==> src/rtl/fp_addsub_sched.sv <==
// Round-robin scheduler sharing one stb/ack FP32 adder among NUM_REQ requesters.
// Subtraction is issued as an add with operand B's sign bit flipped.
module fp_addsub_sched #(
    parameter  int NUM_REQ = 4,
    localparam int IDW     = $clog2(NUM_REQ)
) (
    input  logic                   clk,
    input  logic                   rst,
    input  logic [NUM_REQ-1:0]     req_valid,
    input  logic [NUM_REQ-1:0]     req_op,
    input  logic [32*NUM_REQ-1:0]  req_a,
    input  logic [32*NUM_REQ-1:0]  req_b,
    output logic [NUM_REQ-1:0]     req_ready,
    output logic                   rsp_valid,
    input  logic                   rsp_ready,
    output logic [IDW-1:0]         rsp_id,
    output logic [31:0]            rsp_z,
    output logic [31:0]            add_a,
    output logic [31:0]            add_b,
    output logic                   add_a_stb,
    output logic                   add_b_stb,
    input  logic                   add_a_ack,
    input  logic                   add_b_ack,
    input  logic [31:0]            add_z,
    input  logic                   add_z_stb,
    output logic                   add_z_ack,
    output logic                   busy,
    output logic [15:0]            op_count
);

    typedef enum logic [1:0] {IDLE, SEND, WAIT_Z, RESP} state_t;

    state_t         state;
    state_t         state_nxt;
    logic [IDW-1:0] rr_ptr;
    logic [IDW-1:0] gnt_id;
    logic [IDW-1:0] gnt_idx;
    logic           gnt_found;
    logic [IDW:0]   cand;
    logic [31:0]    sel_a;
    logic [31:0]    sel_b;
    logic           a_done;
    logic           b_done;

    // Scan rr_ptr+1, rr_ptr+2, ... modulo NUM_REQ; one extra bit keeps the wrap exact for non-power-of-two counts.
    always_comb begin
        gnt_found = 1'b0;
        gnt_idx   = '0;
        cand      = '0;
        for (int k = 1; k <= NUM_REQ; k++) begin
            cand = {1'b0, rr_ptr} + (IDW+1)'(k);
            if (cand >= (IDW+1)'(NUM_REQ)) begin
                cand = cand - (IDW+1)'(NUM_REQ);
            end
            if (!gnt_found && req_valid[cand[IDW-1:0]]) begin
                gnt_found = 1'b1;
                gnt_idx   = cand[IDW-1:0];
            end
        end
    end

    assign sel_a  = req_a[32*gnt_idx +: 32];
    assign sel_b  = req_b[32*gnt_idx +: 32];
    assign a_done = !add_a_stb || add_a_ack;
    assign b_done = !add_b_stb || add_b_ack;

    always_ff @(posedge clk or negedge rst) begin
        if (!rst) begin
            state <= IDLE;
        end else begin
            state <= state_nxt;
        end
    end

    always_comb begin
        state_nxt = state;
        case (state)
            IDLE:    if (gnt_found)        state_nxt = SEND;
            SEND:    if (a_done && b_done) state_nxt = WAIT_Z;
            WAIT_Z:  if (add_z_stb)        state_nxt = RESP;
            RESP:    if (rsp_ready)        state_nxt = IDLE;
            default:                       state_nxt = IDLE;
        endcase
    end

    always_ff @(posedge clk or negedge rst) begin
        if (!rst) begin
            rr_ptr    <= IDW'(NUM_REQ - 1);
            gnt_id    <= '0;
            req_ready <= '0;
            rsp_valid <= 1'b0;
            rsp_id    <= '0;
            rsp_z     <= '0;
            add_a     <= '0;
            add_b     <= '0;
            add_a_stb <= 1'b0;
            add_b_stb <= 1'b0;
            add_z_ack <= 1'b0;
            busy      <= 1'b0;
            op_count  <= '0;
        end else begin
            req_ready <= '0;
            add_z_ack <= 1'b0;
            busy      <= (state_nxt != IDLE);
            case (state)
                IDLE: begin
                    if (gnt_found) begin
                        req_ready <= NUM_REQ'(1) << gnt_idx;
                        add_a     <= sel_a;
                        add_b     <= {sel_b[31] ^ req_op[gnt_idx], sel_b[30:0]};
                        gnt_id    <= gnt_idx;
                        rr_ptr    <= gnt_idx;
                        add_a_stb <= 1'b1;
                        add_b_stb <= 1'b1;
                    end
                end
                SEND: begin
                    // Each strobe retires independently as soon as its own ack is seen.
                    if (add_a_ack) add_a_stb <= 1'b0;
                    if (add_b_ack) add_b_stb <= 1'b0;
                end
                WAIT_Z: begin
                    if (add_z_stb) begin
                        rsp_z     <= add_z;
                        rsp_id    <= gnt_id;
                        add_z_ack <= 1'b1;
                        rsp_valid <= 1'b1;
                        op_count  <= op_count + 16'd1;
                    end
                end
                RESP: begin
                    if (rsp_ready) rsp_valid <= 1'b0;
                end
                default: ;
            endcase
        end
    end

endmodule
==> config.mk <==
export PLATFORM = sky130hd
export DESIGN_NAME = fp_addsub_sched
export DESIGN_NICKNAME = d
export VERILOG_FILES = /design/src/rtl/fp_addsub_sched.sv
export SDC_FILE = /design/constraint.sdc
export NUM_CORES = 1
export LEC_CHECK = 0
export CAP_MARGIN = 10
export CORE_AREA = 10 10 157 159
export CTS_CLUSTER_SIZE = 16
export DETAILED_ROUTE_END_ITERATION = 10
export DIE_AREA = 0 0 167 169
export GPL_TIMING_DRIVEN = 0
export PLACE_DENSITY = 0.7
export SLEW_MARGIN = 10
export SYNTH_ARGS = -nofsm -noshare
export SYNTH_HDL_FRONTEND = slang
export SYNTH_SLANG_ARGS = --single-unit
==> constraint.sdc <==
create_clock -name clk -period 4.97 [get_ports clk]
set_input_delay 0.497 -clock clk [delete_from_list [all_inputs] [get_ports clk]]
set_output_delay 0.497 -clock clk [all_outputs]
set_load 0.02 [all_outputs]
## Word level (Yosys, flattened, before mapping)

Cells that the tools add are included.

| word-level totals | value |
|---|---|
| bits in registers | 129 |
| input bits | 302 |

| operators by class | value |
|---|---|
| $add $sub $neg | 9 |
| order comparisons | 9 |
| equality and inequality tests | 8 |
| shift-type cells | 3 |
| muxes and demuxes | 39 |
| bitwise logic cells | 1 |
| reduce and logical (&&, ||, !) cells | 20 |

Operator list:

| cell | count |
|---|---|
| $shiftx 128x8->32 | 2 |
| $mux 2 | 12 |
| $add 16x1->16 const B | 1 |
| $mux 1 | 16 |
| $lt 2x3->1 const B | 5 |
| $ge 3x3->1 const B | 4 |
| $bmux 1 s2 | 5 |
| $ne 2x2->1 const B | 5 |
| $reduce_and 3->1 | 3 |
| $mux 4 | 2 |
| $pmux 2 s4 | 1 |
| $sub 2x1->2 const B | 4 |
| $add 2x2->3 const B | 2 |
| $pmux 1 s2 | 3 |
| $reduce_bool 2->1 | 3 |
| $logic_not 1->1 | 5 |
| $eq 2x2->1 const B | 2 |
| $logic_and 1x1->1 | 4 |
| $reduce_and 2->1 | 2 |
| $shl 1x2->4 const A | 1 |
| $add 2x1->3 const B | 1 |
| $add 2x3->3 const B | 1 |
| $eq 2x1->1 const B | 1 |
| $logic_not 2->1 | 1 |
| 2 further kinds | 3 |

## Depth between registers and ports, before layout

Gate-level depths: netlist (run 1).

| logic depth | value |
|---|---|
| depth in word-level cells | 18 |
| depth in mapped cells | 7 |

## Worst setup path before layout (run 1)

No wires, ideal clock.

| path | value |
|---|---|
| path type | register -> register |
| from | register rr_ptr[1] |
| to | register add_b[10] |
| setup time | 0.142 ns |
| data arrival time | 1.620 ns |
| path slack | 3.207 ns |
| cell stages (with the launch flop) | 8 |
| buffers on the path | 2 |
| period minus slack after synthesis | 1.763 ns |
| cell sequence | dfstp_2 > mux2i_1 > o22ai_2 > nor2_4 > buf_6 > buf_6 > mux2i_1 > o221ai_1 |

| between the ends | value |
|---|---|
| word-level cells in the longest chain between the ends | 16 |
| elaborated cells between the ends (all ways) | 40 |
| those cells by class | add/sub (8); order compare (4); shift (1); mux (20); reduce/logical (7) |

RTL lines:

| element | RTL line | RTL |
|---|---|---|
| from (decl) | 35 | `logic [IDW-1:0] rr_ptr;` |
| from (signal assigned) | 88 | `rr_ptr <= IDW'(NUM_REQ - 1);` |
| from (signal assigned) | 112 | `rr_ptr <= gnt_idx;` |
| $add 2x1->3 | 51 | `cand = {1'b0, rr_ptr} + (IDW+1)'(k);` |
| $ge 3x3->1 or $sub 2x1->2 (tied branches) | 52, 53 |  |
| $mux 2 | 52 | `if (cand >= (IDW+1)'(NUM_REQ)) begin` |
| $bmux 1 s2 | 55 | `if (!gnt_found && req_valid[cand[IDW-1:0]]) begin` |
| $mux 1 (implied by the code) | 55 |  |
| $mux 1 | 55 |  |
| $logic_not 1->1 | 55 |  |
| $logic_and 1x1->1 | 55 |  |
| $mux 1 | 55 |  |
| $logic_not 1->1 | 55 |  |
| $logic_and 1x1->1 | 55 |  |
| $mux 1 | 55 |  |
| $logic_not 1->1 | 55 |  |
| $logic_and 1x1->1 | 55 |  |
| $mux 2 or $mux 1 (tied branches) | 55 |  |
| $shiftx 128x8->32 or $reduce_and 2->1 (tied branches) | -- |  |
| to (signal assigned) | 110 | `add_b <= {sel_b[31] ^ req_op[gnt_idx], sel_b[30:0]};` |
| to (decl) | 19 | `output logic [31:0] add_b,` |

Several ways; a longest one is shown, not always the timed one. The select of a mux whose other input is x is not followed.
A chain may end at the register's enable or synchronous reset.

## Final worst setup path (run 1)

| path | value |
|---|---|
| from | input req_valid[3] |
| to | register add_b[30] |

| between the ends | value |
|---|---|
| word-level cells in the longest chain between the ends | 13 |
| elaborated cells between the ends (all ways) | 24 |
| those cells by class | shift (1); mux (16); reduce/logical (7) |

RTL lines:

| element | RTL line | RTL |
|---|---|---|
| from (decl) | 9 | `input logic [NUM_REQ-1:0] req_valid,` |
| $bmux 1 s2 | 55 |  |
| $mux 1 (implied by the code) | 55 |  |
| $mux 1 | 55 |  |
| $logic_not 1->1 | 55 |  |
| $logic_and 1x1->1 | 55 |  |
| $mux 1 | 55 |  |
| $logic_not 1->1 | 55 |  |
| $logic_and 1x1->1 | 55 |  |
| $mux 1 | 55 |  |
| $logic_not 1->1 | 55 |  |
| $logic_and 1x1->1 | 55 |  |
| $mux 2 or $mux 1 (tied branches) | 55 |  |
| $shiftx 128x8->32 or $reduce_and 2->1 (tied branches) | -- |  |

Several ways; a longest one is shown, not always the timed one. The select of a mux whose other input is x is not followed.

==> results_dict.tcl, run 1 <==
set metrics [dict create \
    ioPinCount 425 \
    grt_use_total 0.213 \
    slew_violations 0 \
    post_dp_cell_area_um2 11300 \
    fin_crit_sh 0.481 \
    hp-class "primary input to async pin" \
    seqPwrFrac 0.275 \
    synth_cell_types 41 \
    dpl.cell_count 1344 \
    grt_pass1_vias 7223 \
    power_mw 6.51 \
    ant_nets 0 \
    post-cts-setup-buffers 0 \
    hold_viol 0 \
    fp.dieW_um 167 \
    initial_core_util 0.308 \
    grt_setup_unrepaired "no" \
    synth_nets 942 \
    cts_resized 0 \
    p_clk_frac 0.190 \
    ys_async_sr_fraction 1.00 \
    clockRootBuffer "clkbuf_16" \
    p_comb_frac 0.535 \
    cts_hold_buf 0 \
    p_switching_mw 2.68 \
    synthCells 639 \
    cts_tree "yes" \
    num_rows 54 \
    cts.sinks 129 \
    coreArea_um2 21600 \
    critPathCaptureType "register" \
    synth_warnings 0 \
    final_cell_area_um2 11800 \
    nNetsFinal 1386 \
    drt_iter0_drc 462 \
    synth_top_flop_cell "dfrtp_1" \
    max_freq_mhz 418 \
    vias_per_cell 4.89 \
    syn_to_final_growth_pct 78.2 \
    die_area_um2 28200 \
    drt-total-wl_mm 31.4 \
    critPathKind "primary input to register" \
    arrival_ns 2.65 \
    status "finished clean" \
    finalClockSkew_ns 0.00713 \
    netlist_top_cells_area "dfrtp_1 (48%), mux2i_1 (19%), nand2_1 (10%)" \
    clkLatencyLatePin_ns 0.42 \
    yosysSeqAreaShare 0.486 \
    gr-total-overflow 0 \
    maxSlewHeadroom 0.533 \
    synth.avg_cell_area_um2 10.4 \
    synthesis.area_um2 6650 \
    yosysMostFrequentCell "nand2_1" \
    dp_hpwl_mm 25.6 \
    clkTransAtPathRegs_ns 0.07 \
    final_layout_size_suffix_gt1_frac 0.0712 \
    cts_buffer_depth 2 \
    cap_violations 0 \
    diodes 0 \
    p_per_area_nw_per_um2 550 \
    place.gp.congestion 0.869 \
    yosysTopAreaCell "dfrtp_1" \
    cp_max_fo 10 \
    antenna_found_initial 0 \
    yosys.area.top_type_share 0.478 \
    vias 6722 \
    post-route-util 0.549 \
    die_y_um 169 \
    grt_pass1_wl_mm 46.1 \
    synth_commonest_cells "nand2_1 (179), dfrtp_1 (127), mux2i_1 (127), o221ai_1 (63), buf_2 (21)" \
    cts_htree_levels 4 \
    layout_min_cycle_time_ns 2.39 \
    intPower_mw 3.83 \
    numCtsBuffers 17 \
    ir_drop_mv 0.218 \
    synth_seq_cells 129 \
    switching_share 0.412 \
    wire_per_inst_um 22.8 \
    startpoint_type "primary input" \
    leakagePower_nw 5.35 \
    synth_edf_count 0 \
    drt_pass1_iterations 5 \
    fin_tns_setup_ns 0 \
    crit_required_ns 5.23 \
    tightest_slew_ns 0.700 \
    io_buffers 424 \
    finalNonFillerCells 1376 \
    finalSetupViolCount 0 \
    grt_max_degree 78 \
    drc_errors 0 \
]
path summary, 6_finish.rpt:
check / startpoint / end / slack (ns) / depth (start not counted)
setup / recovery: req_valid[3] / add_b[30] / 2.58 / 6
hold / removal: rst / rsp_z[9] / 0.02 / 1
setup reg to reg: rr_ptr[1] / add_b[14] / 2.77 / 6
hold reg to reg: gnt_id[0] / rsp_id[0] / 0.47 / 2
max in group asynchronous: rst / add_a[0] / 4.18 / 2
min in group clk: gnt_id[0] / rsp_id[0] / 0.47 / 2
worst max-delay path: stages:
cell             delay, ns
clkdlybuf4s50_1       0.49
nor4_2                0.58
nor3_4                0.13
nand2_2               0.15
clkbuf_1              0.54
o221ai_1              0.25
power by group through the flow:
stage                     registers [mW]  logic [mW]  clock network, mW
final                               1.79        3.48               1.24
after detailed placement            1.80        3.53                  0
after floorplan                     2.28        1.34                  0
after global routing                1.84        3.74               1.31
after global placement              1.79        3.48                  0
after CTS                           1.79        3.54               1.26
per-layer routing:
layer,wire (µm),global-route usage,share of wire
met1,12600,0.254,0.40
met5,0,0,0
met3,2380,0.0667,0.076
met4,429,0.0523,0.014
met2,16000,0.367,0.51
stage by stage:
stage	hold WS (ns)	setup WS [ns]
floorplan	0.201	3.21
global placement	0.455	-2.06
detailed placement	0.452	2.09
CTS	0.0295	2.54
global route	0.0548	2.39
finish	0.0151	2.58
placed cells by master (no fill, tap or decap), types with 2 or more instances in the layout:
cell type          n
a21oi_1            9
and3_1             4
and4_1             3
buf_1              3
buf_2             21
buf_6             13
clkbuf_1          10
clkbuf_16         17
clkdlybuf4s50_1  423
clkinvlp_4         4
dfrtp_1          127
dfstp_2            2
inv_1              6
inv_6              7
inv_8              2
mux2i_1          127
nand2_1          179
nand2b_1           4
nand3_1            3
nand4_1            3
nor2_1            15
nor3_1             2
o211ai_1           2
o21ai_0            5
o21ai_1            3
o221ai_1          63
xnor2_1           11
xor2_1             8
flip-flops by register name (all words and copies together), names as in the netlist, 2 cells and up:
register   flops
gnt_id         2
add_b         32
op_count      16
add_a         32
req_ready      4
rr_ptr         2
state          2
rsp_z         32
rsp_id         2
layout make-up:
cell class | count | area, µm²
Buffer | 46 | 293
Sequential cell | 129 | 3230
Clock buffer | 18 | 429
Clock inverter | 14 | 144
Fill cell | 1976 | 9710
Multi-Input combinational cell | 458 | 3100
Timing Repair Buffer | 425 | 4270
Inverter | 6 | 22.5
Tap cell | 280 | 350
cell families after synthesis:
group           share of synthesized area
flops                               0.486
buf+inv                            0.0474
mux                                 0.191
simple gates                        0.141
compound gates                      0.107
fa+ha+maj                         0.00188
xor+xnor                           0.0250
Power figures use the tool's default switching activity.
==> run 2, diff against run 1 <==
- CORE_AREA: 10 10 157 159 -> 10 10 158 160
- DIE_AREA: 0 0 167 169 -> 0 0 168 170
- PLACE_DENSITY: 0.7 -> 0.69
- clock period: 4.97 -> 2.3 ns (I/O delays scaled with it)
==> run 2 against run 1 <==
  * Via count about the same
  * Flip-flop and latch count stayed put
  * Die area is 1.2% higher
  * Count of clock-buffer cells in the layout rose by 2
  * First-iteration DRC count decreased by 5.6%
  * Cell count rose by 0.15%
  * Hold slack better by 0.32 ns
  * Sequential share of layout area fell by 0.11 points
  * Register-to-register slack got worse by 2.7 ns
  * Largest cell class unchanged
==> results_dict.tcl, run 2 (synthesized netlist as in run 1, its figures left out) <==
set metrics [dict create \
    num_rows 54 \
    critPathCaptureType "register" \
    multi_input_area_um2 3130 \
    slew_violations 0 \
    cp_max_fo 10 \
    vias 6728 \
    largest_registers "add_a x32, add_b x32, rsp_z x32" \
    gr-total-overflow 0 \
    tightest_slew_ns 0.585 \
    rr_startpoint "rr_ptr[1]" \
    cap_violations 0 \
    grt_pass1_vias 7131 \
    nNetsFinal 1387 \
    reg2regPathDepth 7 \
    crit_buf_inv 2 \
    critPathTopFamily "multiplexers" \
    numCtsBuffers 17 \
    wire_per_inst_um 22.7 \
    clkTransAtPathRegs_ns 0.06 \
    cp.depth 7 \
    fp.dieW_um 168 \
    grt_pass1_wl_mm 45.7 \
    clockRootBuffer "clkbuf_16" \
    cts_tree "yes" \
    nFillCells 1989 \
    io_buffers 424 \
    cts_htree_levels 4 \
    grt_setup_unrepaired "yes" \
    met3_usage 0.0670 \
    drc_errors 0 \
    layout_min_cycle_time_ns 2.24 \
    r2r_slack_ns 0.06 \
    coreArea_um2 21700 \
    layout_common_cells "clkdlybuf4s50_1 (423), nand2_1 (179), dfrtp_1 (127), mux2i_1 (122), o221ai_1 (63)" \
    seq_area_um2 3230 \
    p_per_area_nw_per_um2 1190 \
    drt_iter0_drc 436 \
    ioPinCount 425 \
    place.gp.congestion 0.851 \
    rr_endpoint "add_a[13]" \
    finalClockSkew_ns 0.0106 \
    hold_ws_ns 0.332 \
    antenna_found_initial 1 \
    final_layout_size_suffix_gt1_frac 0.0757 \
    die_area_um2 28600 \
    cp_slowest_cell "dfstp_2" \
    gr-usage-met2 0.368 \
    startpoint_type "register" \
    finalSetupViolCount 0 \
    busiest_layer "met2" \
    maxSlewHeadroom 0.607 \
    cts.sinks 129 \
    post-route-util 0.548 \
    cts_buffer_depth 2 \
    max_freq_mhz 446 \
    arrival_ns 2.51 \
    ir_drop_mv 0.436 \
    clkLatencyLatePin_ns 0.42 \
    crit_required_ns 2.57 \
    ant_nets 0 \
    final_common_cell "clkdlybuf4s50_1" \
    post-cts-setup-buffers 0 \
    fin_crit_sh 0.975 \
    cp_cell_sequence "mux2i_1 > o22ai_2 > nor2_4 > buf_6 > buf_6 > mux2i_1 > o221ai_1" \
    hold_viol 0 \
    vias_per_cell 4.88 \
    cpPeakStageDelay_ns 0.58 \
    grtUsageMet1 0.242 \
    drt-total-wl_mm 31.3 \
    syn_to_final_growth_pct 78.9 \
    die_y_um 170 \
    drt_pass1_iterations 5 \
    hp-class "primary input to async pin" \
    initial_core_util 0.306 \
    status "finished clean" \
    dp_hpwl_mm 25.6 \
    grt_max_degree 79 \
    grt_use_total 0.210 \
    critPathKind "register to register" \
    leakagePower_nw 5.36 \
]
run 2: cell types whose count changed in the layout (fill, tap and decap cells not counted), moves of 2 or more:
cell / change
inv_8: -2
mux2i_2: +4
inv_6: -5
clkinv_4: +2
mux2i_1: -5
clkinv_2: +3
run 2: how the worst max path moves through the flow:
| stage | endpoint | startpoint | slack (ns) |
|---|---|---|---|
| after floorplan | add_b[10] | rr_ptr[1] | 0.54 |
| after global placement | add_a[2] | rst | -4.43 |
| after detailed placement | add_b[7] | req_valid[3] | -0.38 |
| after CTS | add_b[10] | rr_ptr[1] | 0.02 |
| after global routing | add_a[13] | rr_ptr[1] | -0.05 |
| final | add_a[13] | rr_ptr[1] | 0.06 |
run 2: routing by layer:
| layer | share of wire | up-vias |
|---|---|---|
| met1 | 0.39 | 3285 |
| met2 | 0.52 | 260 |
| li1 | - | 3153 |
| met3 | 0.073 | 28 |
| met4 | 0.014 | 2 |
| met5 | 0.00035 | - |
run 2: metrics by stage:
step                cell area, µm²  setup slack, ns  TNS [ns]  power [mW]  cells
finish                       11900           0.0573         0        14.1   1378
floorplan                     6650            0.537         0        7.82    639
global route                 11900          -0.0492   -0.0750        15.0   1377
detailed placement           11300           -0.381    -11.06        11.5   1344
global placement             11200            -4.43   -575.49        11.4   1343
CTS                          11900           0.0161         0        14.3   1377
run 2: power by group:
part           total, mW  switching, mW  internal [mW]
combinational       7.60           4.10           3.50
sequential          3.84          0.566           3.27
clock               2.68           1.05           1.63
total               14.1           5.72           8.40
run 2: cell type report:
class / count / share of cell area
antenna: 1 / 0.000210
buffer: 46 / 0.0249
clock buffer: 20 / 0.0376
clock inverter: 12 / 0.0112
inverter: 6 / 0.00189
multi-input combinational: 458 / 0.263
sequential: 129 / 0.272
tap: 280 / 0.0295
timing repair buffer: 426 / 0.360
run 2: timing repair:
action | in CTS | in global routing
endpoints found under the hold margin | 51 | 0
endpoints found under the setup margin | 0 | 18
gates resized for setup | 0 | 9
hold buffers | 1 | 0
==> run 3, diff against run 2 <==
- CTS_CLUSTER_SIZE: 16 -> 28
- HOLD_SLACK_MARGIN: default -> 0.03
==> results of run 3 <==
Same layout as run 2: the final DEF is identical, and so are final timing and power.
